--- config.mk ---
export PLATFORM = sky130hd
export DESIGN_NAME = act_sched
export DESIGN_NICKNAME = d
export VERILOG_FILES = /design/src/rtl/act_sched.sv
export SDC_FILE = /design/constraint.sdc
export NUM_CORES = 1
export LEC_CHECK = 0
export BUFFER_PORTS_ARGS = -buffer_cell sky130_fd_sc_hd__buf_4
export CORE_MARGIN = 2
export CORE_UTILIZATION = 25
export CTS_BUF_LIST = sky130_fd_sc_hd__clkbuf_2 sky130_fd_sc_hd__clkbuf_4 sky130_fd_sc_hd__clkbuf_8
export DETAILED_ROUTE_END_ITERATION = 10
export GPL_ROUTABILITY_DRIVEN = 0
export PLACE_DENSITY = 0.53
export SYNTH_ARGS = -nofsm -noshare
export SYNTH_HDL_FRONTEND = slang
export SYNTH_SLANG_ARGS = --single-unit
--- constraint.sdc ---
create_clock -name clk -period 4.3 [get_ports clk]
set_input_delay 0.43 -clock clk [delete_from_list [all_inputs] [get_ports clk]]
set_output_delay 0.43 -clock clk [all_outputs]
set_load 0.05 [all_outputs]
--- src/rtl/act_sched.sv ---
// act_sched: streams a run of beats from a source buffer through an external
// activation array into a 2-entry ready/valid output FIFO.
module act_sched #(
  parameter int DEP   = 8,
  parameter int WIDTH = 2,
  parameter int AW    = 8
) (
  input  logic                   clk,
  input  logic                   rst_n,
  input  logic                   start_i,
  input  logic [AW-1:0]          base_addr_i,
  input  logic [AW:0]            num_beats_i,
  output logic                   rd_en_o,
  output logic [AW-1:0]          rd_addr_o,
  input  logic [WIDTH*DEP-1:0]   rd_data_i,
  output logic [WIDTH*DEP-1:0]   act_in_o,
  input  logic [WIDTH*DEP-1:0]   act_out_i,
  output logic                   out_valid_o,
  input  logic                   out_ready_i,
  output logic [WIDTH*DEP-1:0]   out_data_o,
  output logic                   out_last_o,
  output logic                   busy_o,
  output logic                   done_o
);
  localparam int DW = WIDTH * DEP;
  localparam logic [1:0] S_IDLE = 2'd0;
  localparam logic [1:0] S_RUN  = 2'd1;
  localparam logic [1:0] S_FIN  = 2'd2;
  localparam logic [AW:0] ONE = 1;

  logic [1:0]    state_q, state_d;
  logic [AW-1:0] base_q;
  logic [AW:0]   num_q, issued_q, popped_q;
  logic          inflight_q;
  logic [DW-1:0] mem_q [2];
  logic          wptr_q, rptr_q;
  logic [1:0]    cnt_q;
  logic          pop, push, accept;
  logic [2:0]    occ;

  // Occupancy counts reads still in flight so the FIFO can never overflow.
  assign pop         = out_valid_o && out_ready_i;
  assign push        = inflight_q;
  assign accept      = state_q == S_IDLE && start_i;
  assign occ         = {1'b0, cnt_q} + {2'b0, inflight_q} - {2'b0, pop};
  assign rd_en_o     = state_q == S_RUN && issued_q < num_q && occ < 3'd2;
  assign rd_addr_o   = base_q + issued_q[AW-1:0];
  assign act_in_o    = rd_data_i;
  assign out_valid_o = cnt_q != 2'd0;
  assign out_data_o  = mem_q[rptr_q];
  assign out_last_o  = out_valid_o && popped_q == num_q - ONE;
  assign busy_o      = state_q != S_IDLE;
  assign done_o      = state_q == S_FIN;

  always_comb begin
    state_d = state_q == S_IDLE ? (start_i ? (num_beats_i == '0 ? S_FIN : S_RUN) : S_IDLE) :
              state_q == S_RUN  ? (pop && out_last_o ? S_FIN : S_RUN) : S_IDLE;
  end

  always_ff @(posedge clk or negedge rst_n) begin
    if (!rst_n) begin
      state_q    <= S_IDLE;
      base_q     <= '0;
      num_q      <= '0;
      issued_q   <= '0;
      popped_q   <= '0;
      inflight_q <= 1'b0;
      mem_q[0]   <= '0;
      mem_q[1]   <= '0;
      wptr_q     <= 1'b0;
      rptr_q     <= 1'b0;
      cnt_q      <= 2'd0;
    end else begin
      state_q    <= state_d;
      inflight_q <= rd_en_o;
      if (accept) begin
        base_q   <= base_addr_i;
        num_q    <= num_beats_i;
        issued_q <= '0;
        popped_q <= '0;
      end else begin
        if (rd_en_o) issued_q <= issued_q + ONE;
        if (pop)     popped_q <= popped_q + ONE;
      end
      if (push) begin
        mem_q[wptr_q] <= act_out_i;
        wptr_q        <= ~wptr_q;
      end
      if (pop) rptr_q <= ~rptr_q;
      cnt_q <= cnt_q + {1'b0, push} - {1'b0, pop};
    end
  end
endmodule

## After elaboration in Yosys (flattened, before gate mapping)

Index checks and enable logic that the tools add are counted.

| storage, ports and cells | value |
|---|---|
| bits in registers | 74 |
| input bits | 53 |
| output and inout bits | 45 |
| word-level logic and storage cells | 59 |

| cells by class | value |
|---|---|
| $add $sub $neg | 8 |
| $lt $le $gt $ge | 5 |
| eq/ne operators | 3 |
| multiplexer cells | 15 |
| bitwise operators | 4 |
| reductions and logical operators | 13 |

Operators with widths:

| kind | count |
|---|---|
| $mux 16 | 4 |
| $mux 9 | 4 |
| $bwmux 32 | 1 |
| $add 9x1->9 const B | 2 |
| $demux 16 s1 | 1 |
| $mux 2 | 5 |
| $eq 9x9->1 | 1 |
| $logic_not 9->1 | 1 |
| $lt 9x9->1 | 1 |
| $sub 9x1->9 const B | 1 |
| $add 8x8->8 | 1 |
| $reduce_bool 2->1 | 4 |
| $logic_and 1x1->1 | 7 |
| $ge 2x2->1 const B | 2 |
| $not 1->2 | 2 |
| $add 2x1->3 | 1 |
| $lt 3x2->1 const B | 1 |
| $sub 3x1->3 | 1 |
| $add 2x1->2 | 1 |
| $eq 2x1->1 const B | 1 |
| $eq 2x2->1 const B | 1 |
| $logic_not 2->1 | 1 |
| $lt 2x1->1 const B | 1 |
| $not 1->1 | 2 |
| $sub 2x1->2 | 1 |

## Longest topological paths before layout

Gate-level depths: netlist of run 1.

| logic depth | value |
|---|---|
| depth in word-level cells | 7 |
| gate-level depth with buffers | 15 |
| mapped depth without buffers | 14 |

## Worst setup path after synthesis of run 1

Ideal clock, no wire load.

| timing | value |
|---|---|
| path type | register to output |
| from | register cnt_q[1] |
| to | output port rd_en_o |
| arrival time | 2.935 ns |
| data required time | 3.870 ns |
| setup slack | 0.935 ns |
| cell stages (with the launch flop) | 13 |
| buffers on the path | 0 |
| path through | dfrtp_1 > or2_2 > nand2_1 > clkinv_1 > ha_1 > inv_1 > ha_1 > inv_1 > fa_1 > xnor2_1 > nand4_1 > a21oi_2 > o211a_1 |

| between the ends | value |
|---|---|
| longest elaborated chain between the ends | 5 |
| elaborated cells between the ends (all ways) | 6 |
| those cells by class | add/sub: 2; order compare: 1; reduce/logical: 3 |

Ends and longest elaborated chain:

| item | RTL line | source |
|---|---|---|
| from (decl) | 37 | `logic [1:0] cnt_q;` |
| from (signal assigned) | 90 | `cnt_q <= cnt_q + {1'b0, push} - {1'b0, pop};` |
| $reduce_bool 2->1 | 49 | `assign out_valid_o = cnt_q != 2'd0;` |
| named net out_valid_o | 18 | `output logic out_valid_o,` |
| $logic_and 1x1->1 | 42 | `assign pop = out_valid_o && out_ready_i;` |
| named net pop | 38 | `logic pop, push, accept;` |
| $sub 3x1->3 | 45 | `assign occ = {1'b0, cnt_q} + {2'b0, inflight_q} - {2'b0, pop};` |
| $lt 3x2->1 | 46 | `assign rd_en_o = state_q == S_RUN && issued_q < num_q && occ < 3'd2;` |
| $logic_and 1x1->1 | 46 |  |
| to (decl) | 13 | `output logic rd_en_o,` |

The timed path passes the listed nets, and every way through them passes these cells.

## Worst setup path after layout of run 1

| timing | value |
|---|---|
| from | register cnt_q[1] |
| to | output port rd_en_o |

| between the ends | value |
|---|---|
| longest elaborated chain between the ends | 5 |
| elaborated cells between the ends (all ways) | 6 |
| those cells by class | add/sub: 2; order compare: 1; reduce/logical: 3 |

Ends and longest elaborated chain:

| item | RTL line |
|---|---|
| $reduce_bool 2->1 | 49 |
| $logic_and 1x1->1 | 42 |
| named net pop | 38 |
| $sub 3x1->3 | 45 |
| $lt 3x2->1 | 46 |
| $logic_and 1x1->1 | 46 |

The timed path passes the listed nets, and every way through them passes these cells.

==> results by group, run 1 <==
Clock network
  – CTS tree: built
  – Root Driver: clkbuf_8
  – Cts repair resizes: 0
  – CTS buffer count: 9
  – Clock Sinks: 74
  – Clock buffer depth: 2
  – # Post-CTS Setup Buffers: 0
  – Clk slew on worst S/H paths: 0.09 ns
  – Post-CTS Hold Buffers: 0
  – H-tree depth reported by CTS: 3
  – Worst skew pair latency: 0.37 ns

Pwr
  – LEAKAGE: 2.19 nW
  – PD cells: 762 mW/mm2
  – Peak supply drop: 256 uV

Drt
  – Via count: 2839
  – Post-route ant nets: 0
  – Vias per cell: 4.37
  – DRT Pass-1 Iters: 4
  – Post-Route WL: 9070 um
  – 1st-iter DRT viols: 144
  – DR WL/cell: 14.0 um
  – Residual DRC: 0

GRT
  – Met3 GRT Util: 3.34%
  – Met1 GRT Util: 14.1%
  – Total gr overflow: 0
  – Antenna violations before repair: 0
  – Met2 Usage GRT: 18.2%
  – First-pass GRT wire length: 14600 um
  – Largest net degree at the start of global routing: 75
  – Vias in the first global route: 2819
  – GR Util All Layers: 11.3%
  – GRT busiest layer: met2

Place
  – PortBufs: 65
  – Hpwl dp: 6370 um
  – Inst Count DP: 634

Synthesis
  – Mapped Area: 0.00403 mm2
  – Unique masters post-synth: 40
  – Async SR Flop Fraction: 100%
  – EDFF count, synth: 0
  – Avg Cell Area, Syn: 10.6 um2
  – Mapped Nets: 456
  – Syn Inst Count: 381
  – Synth Warn #: 0
  – Main synth FF type: dfrtp_1
  – Synth Register Bits: 74
  – Register area share after synthesis: 45.9%

Timing
  – Max Fclk: 257 MHz
  – Worst-Margin Slew: 1.01 ns
  – Unrepaired setup endpoints after global routing: false
  – Final Slew Violations: 0
  – Setup TNS: 0 ns
  – Endpoints failing setup: 0
  – Final Hold Fails: 0
  – Slew HR: 32.1%
  – Crit share post-route: 90.4%
  – Minimum clock period: 3.89 ns
  – Clk_skew: 0.0155 ns
  – Worst hold margin: 0.218 ns

Critical path
  – WS Path Type: register to primary output
  – Worst setup SP type: register
  – WP data required: 3.87 ns
  – CP Data Arrival Time: 3.46 ns
  – Max FO, Critical Path: 7
  – Crit path capture type: primary output

Cells and area
  – Diode count: 0
  – Reg area: 0.00185 mm2
  – Area of the multi-input gates: 0.00193 mm2
  – Fraction of layout cells with a size suffix above 1: 31.8%
  – Final Util: 30.6%
  – Fin nets: 504
  – P&R area growth vs syn: 20.0%
  – Cell Count, Final, Fillers Out: 650
  – Commonest non-fill, non-tap cells in the layout: dfrtp_1, buf_4, nand2_1, mux2_2, inv_1
  – Layout fillers: 1659
  – Commonest non-fill, non-tap cell in the layout: dfrtp_1

Job
  – Maxcap violations: 0

Outcome
  – Outcome: finished, final reports clean

Die
  – Die area: 0.0172 mm2
  – Initial Util: 25.5%
  – CORE AREA: 0.0158 mm2
  – Die Width: 131 um
  – Die Ht: 131 um
  – Core Rows: 46
  – Io pins: 98

Worst hold path
  – Class of the worst hold path: primary input to async pin
## worst max-delay path, stage by stage, from the launching register on
cell	delay, ns
dfrtp_1	0.43
or2_2	0.34
nand2_1	0.14
clkinv_1	0.23
ha_1	0.34
inv_1	0.06
ha_1	0.13
inv_1	0.05
fa_1	0.37
xnor2_1	0.17
nand4_1	0.14
a21oi_2	0.15
o211a_1	0.30
buf_4	0.25
## kinds of logic (layout without fill, tap and decap cells)
kind of cell / count (synthesis) / count (layout) / synth area share, %
AO/OA/AOI/OAI: 50 / 50 / 7.82
XOR/XNOR: 30 / 30 / 6.51
multiplexers: 50 / 50 / 13.9
adder cells (fa/ha/maj): 22 / 22 / 7.20
AND/OR/NAND/NOR: 104 / 104 / 12.3
buffers and inverters: 51 / 104 / 6.33
flip-flops: 74 / 74 / 45.9
## metal layers
metal | vias to the layer above | share of wire [%] | wire length, um
met5 | - | 0 | 0
met4 | 0 | 1.9 | 171
met3 | 17 | 5.2 | 472
met2 | 77 | 48 | 4330
met1 | 1363 | 45 | 4090
li1 | 1382 | - | -
## worst paths after layout
path | start | cells after the start | slack (ns) | to
hold reg to reg | base_q[4] | 2 | 0.50 | base_q[4]
max in group asynchronous | rst_n | 1 | 3.46 | mem_q[4]
min in group clk | base_addr_i[2] | 3 | 0.24 | base_q[2]
hold / removal | rst_n | 1 | 0.22 | num_q[5]
setup / recovery | cnt_q[1] | 13 | 0.41 | rd_en_o
setup reg to reg | cnt_q[1] | 14 | 0.52 | issued_q[8]
## power breakdown
part | leakage (nW) | switching (mW) | internal (mW)
Clock | 0.102 | 0.282 | 0.302
Sequential | 0.892 | 0.232 | 0.950
Combinational | 1.20 | 1.15 | 0.772
Total | 2.19 | 1.66 | 2.02
## through the flow
| step | total power, mW | worst slack (ns) | area [um2] |
|---|---|---|---|
| global route | 3.95 | 0.124 | 4840 |
| floorplan | 2.66 | 0.935 | 4030 |
| CTS | 3.76 | 0.354 | 4840 |
| finish | 3.69 | 0.412 | 4840 |
| detailed placement | 3.15 | 0.540 | 4630 |
| global placement | 3.09 | 0.699 | 4630 |
## state kept, by name (all words and copies together) (netlist names), 2 cells and up
| name | flops |
|---|---|
| cnt_q | 2 |
| state_q | 2 |
| mem_q | 32 |
| base_q | 8 |
| popped_q | 9 |
| issued_q | 9 |
| num_q | 9 |
## cell type report
class	instances	area share, %
clock buffers	11	3.13
clock inverters	5	1.29
inverters	23	1.78
multi-input cells	256	39.9
flip-flops and latches	74	38.3
well taps	216	5.58
repair buffers	65	10.1
## Yosys cell counts, types with 5 or more instances
master     n  area (um2)
inv_1     22        82.6
xor2_1    11        96.3
nor3_1     5        25.0
mux2_2    48         541
xnor2_1   19         166
ha_1      20         250
nand3_1    5        25.0
dfrtp_1   74        1850
clkbuf_1   9        33.8
buf_4     16         120
a21oi_1   13        65.1
a21o_1     5        37.5
or3_1      7        43.8
nor2_1    16        60.1
nand4_1    8        50.1
nand2_1   48         180
o21ai_0   19        95.1
Power figures use the tool's default switching activity.
==> run 2: changes to the inputs <==
==> constraint.sdc (replaced) <==
create_clock -name clk -period 4.3 [get_ports clk]
set_input_delay 0.43 -clock clk [delete_from_list [all_inputs] [get_ports clk]]
set_output_delay 0.43 -clock clk [all_outputs]
set_load 0.01 [all_outputs]
==> run 2 against run 1 <==
Net effect:
- via count is 0.35% higher
- power is 15% lower
- worst setup slack better by 0.079 ns
- hold slack better by 0.00053 ns
- die area stayed put
- routed wire length is 0.53% higher
- largest cell class unchanged
- highest routed layer unchanged
==> results by group, run 2 (synthesis results as in run 1) <==
GRT
  – GR Util All Layers: 11.4% (+0.049 points)
  – First-pass GRT wire length: 14700 um (+0.95%)
  – Total gr overflow: 0 (unchanged)
  – Antenna violations before repair: 0 (unchanged)
  – Vias in the first global route: 2909 (+3.2%)
  – Largest net degree at the start of global routing: 75 (unchanged)

Pwr
  – Combinational fraction of design power: 43.2% (-8.9 points)
  – NetSw: 1.10 mW (-34%)
  – PD cells: 646 mW/mm2 (-15%)
  – Reg power frac: 37.7% (+5.6 points)
  – Sw Ratio: 35.1% (-10 points)
  – Clock power frac: 19.1% (+3.3 points)
  – Peak supply drop: 147 uV (-43%)
  – LEAKAGE: 2.20 nW (+0.14%)
  – Internal Dissipation: 2.03 mW (+0.18%)

Cells and area
  – Top reg by flops: mem_q
  – P&R area growth vs syn: 19.8%
  – Cell Count, Final, Fillers Out: 649 (-0.15%)
  – Layout fillers: 1693 (+2.0%)
  – Final Cell Area: 0.00483 mm2 (-0.15%)
  – Max FFs per register: 32 (unchanged)
  – Reg area: 0.00185 mm2 (unchanged)
  – Commonest non-fill, non-tap cell in the layout: dfrtp_1
  – Fin nets: 504 (unchanged)
  – Diode count: 0 (unchanged)
  – Fraction of layout cells with a size suffix above 1: 31.6% (-0.16 points)
  – Area of the multi-input gates: 0.00193 mm2 (unchanged)
  – Commonest non-fill, non-tap cells in the layout: dfrtp_1, buf_4, nand2_1, mux2_2, inv_1

Die
  – Initial Util: 25.5% (unchanged)
  – Io pins: 98 (unchanged)
  – Core Rows: 46 (unchanged)
  – Die Width: 131 um (unchanged)
  – Die area: 0.0172 mm2 (unchanged)
  – CORE AREA: 0.0158 mm2 (unchanged)
  – Die Ht: 131 um (unchanged)

Drt
  – 1st-iter DRT viols: 103 (-28%)
  – DRT Pass-1 Iters: 4 (unchanged)
  – Residual DRC: 0 (unchanged)
  – Post-route ant nets: 0 (unchanged)
  – Vias per cell: 4.39 (+0.51%)
  – DR WL/cell: 14.1 um (+0.68%)
  – Post-Route WL: 9120 um (+0.53%)
  – Via count: 2849 (+0.35%)

Clock network
  – Clk slew on worst S/H paths: 0.09 ns (about the same)
  – H-tree depth reported by CTS: 3 (unchanged)
  – CTS tree: built
  – Post-CTS Hold Buffers: 0 (unchanged)
  – Worst skew pair latency: 0.37 ns (about the same)
  – Cts repair resizes: 0 (unchanged)
  – CTS buffer count: 9 (unchanged)
  – Root Driver: clkbuf_8
  – Clock Sinks: 74 (unchanged)
  – Clock buffer depth: 2 (unchanged)
  – # Post-CTS Setup Buffers: 0 (unchanged)

Worst hold path
  – Class of the worst hold path: primary input to async pin

Timing
  – Worst-Margin Slew: 1.05 ns (+0.0383 ns)
  – Worst hold margin: 0.219 ns (+0.000530 ns)
  – Setup TNS: 0 ns (unchanged)
  – Unrepaired setup endpoints after global routing: false
  – Max Fclk: 263 MHz (+2.1%)
  – Final Slew Violations: 0 (unchanged)
  – Slew HR: 29.6% (-2.6 points)
  – Clk_skew: 0.0103 ns (-0.00527 ns)
  – Minimum clock period: 3.81 ns (-0.0788 ns)
  – Final Hold Fails: 0 (unchanged)
  – Crit share post-route: 88.6% (-1.8 points)
  – Endpoints failing setup: 0 (unchanged)

Place
  – Inst Count DP: 634 (unchanged)
  – PortBufs: 65 (unchanged)
  – Hpwl dp: 6330 um (-0.60%)
  – Cell Area, Placed: 0.00463 mm2 (unchanged)

Job
  – Maxcap violations: 0 (unchanged)

Outcome
  – Outcome: finished, final reports clean

Critical path
  – WS Path Type: register to primary output
  – CP Data Arrival Time: 3.38 ns (-0.08 ns)
  – Crit. Startpoint: cnt_q[1]
  – Crit path capture type: primary output
  – Max FO, Critical Path: 7 (unchanged)
  – Worst setup SP type: register
  – Worst r2r src: cnt_q[1]
  – WP data required: 3.87 ns (about the same)
## run 2: final cells by class
type	instances	area share, %
tap	216	5.59
inverter	23	1.79
timing repair buffer	65	10.1
sequential	74	38.3
clock buffer	9	2.56
clock inverter	6	1.71
multi-input combinational	256	39.9
## run 2: final timing paths
| path | endpoint | slack (ns) | cells after the start |
|---|---|---|---|
| worst max-delay path | rd_en_o | 0.49 | 13 |
| worst max register to register | issued_q[8] | 0.55 | 14 |
| max in group asynchronous | mem_q[3] | 3.45 | 1 |
| min in group clk | base_q[7] | 0.24 | 3 |
| worst min-delay path | popped_q[8] | 0.22 | 1 |
| worst min register to register | base_q[2] | 0.50 | 2 |
## run 2: metrics by stage
| step | total power, mW | worst slack [ns] | utilization [%] |
|---|---|---|---|
| after floorplan | 2.06 | 1.16 | - |
| after global placement | 2.52 | 0.689 | 29.2 |
| after detailed placement | 2.57 | 0.565 | 29.2 |
| after CTS | 3.20 | 0.429 | 30.5 |
| after global routing | 3.38 | 0.157 | 30.5 |
| final | 3.12 | 0.491 | 30.5 |
## run 2: per-layer routing
| metal | share of wire (%) | track usage [%] | vias up |
|---|---|---|---|
| li1 | - | - | 1386 |
| met1 | 47 | 14.3 | 1377 |
| met2 | 47 | 18.3 | 70 |
| met3 | 4.8 | 3.22 | 16 |
| met4 | 1.9 | 5.01 | 0 |
| met5 | 0 | 0 | - |
## run 2: power by group through the flow
| stage | registers (mW) | clock network, mW | logic (mW) |
|---|---|---|---|
| after floorplan | 1.09 | 0 | 0.969 |
| after global placement | 1.18 | 0 | 1.33 |
| after detailed placement | 1.20 | 0 | 1.37 |
| after CTS | 1.19 | 0.633 | 1.38 |
| after global routing | 1.22 | 0.656 | 1.50 |
| final | 1.18 | 0.597 | 1.35 |
## run 2: critical path: stages, from the launching register on
cell,delay [ns]
dfrtp_1,0.42
or2_2,0.34
nand2_1,0.15
clkinv_1,0.24
ha_1,0.34
inv_1,0.05
ha_1,0.13
inv_1,0.05
fa_1,0.37
xnor2_1,0.15
nand4_1,0.14
a21oi_2,0.15
o211a_1,0.30
buf_4,0.17
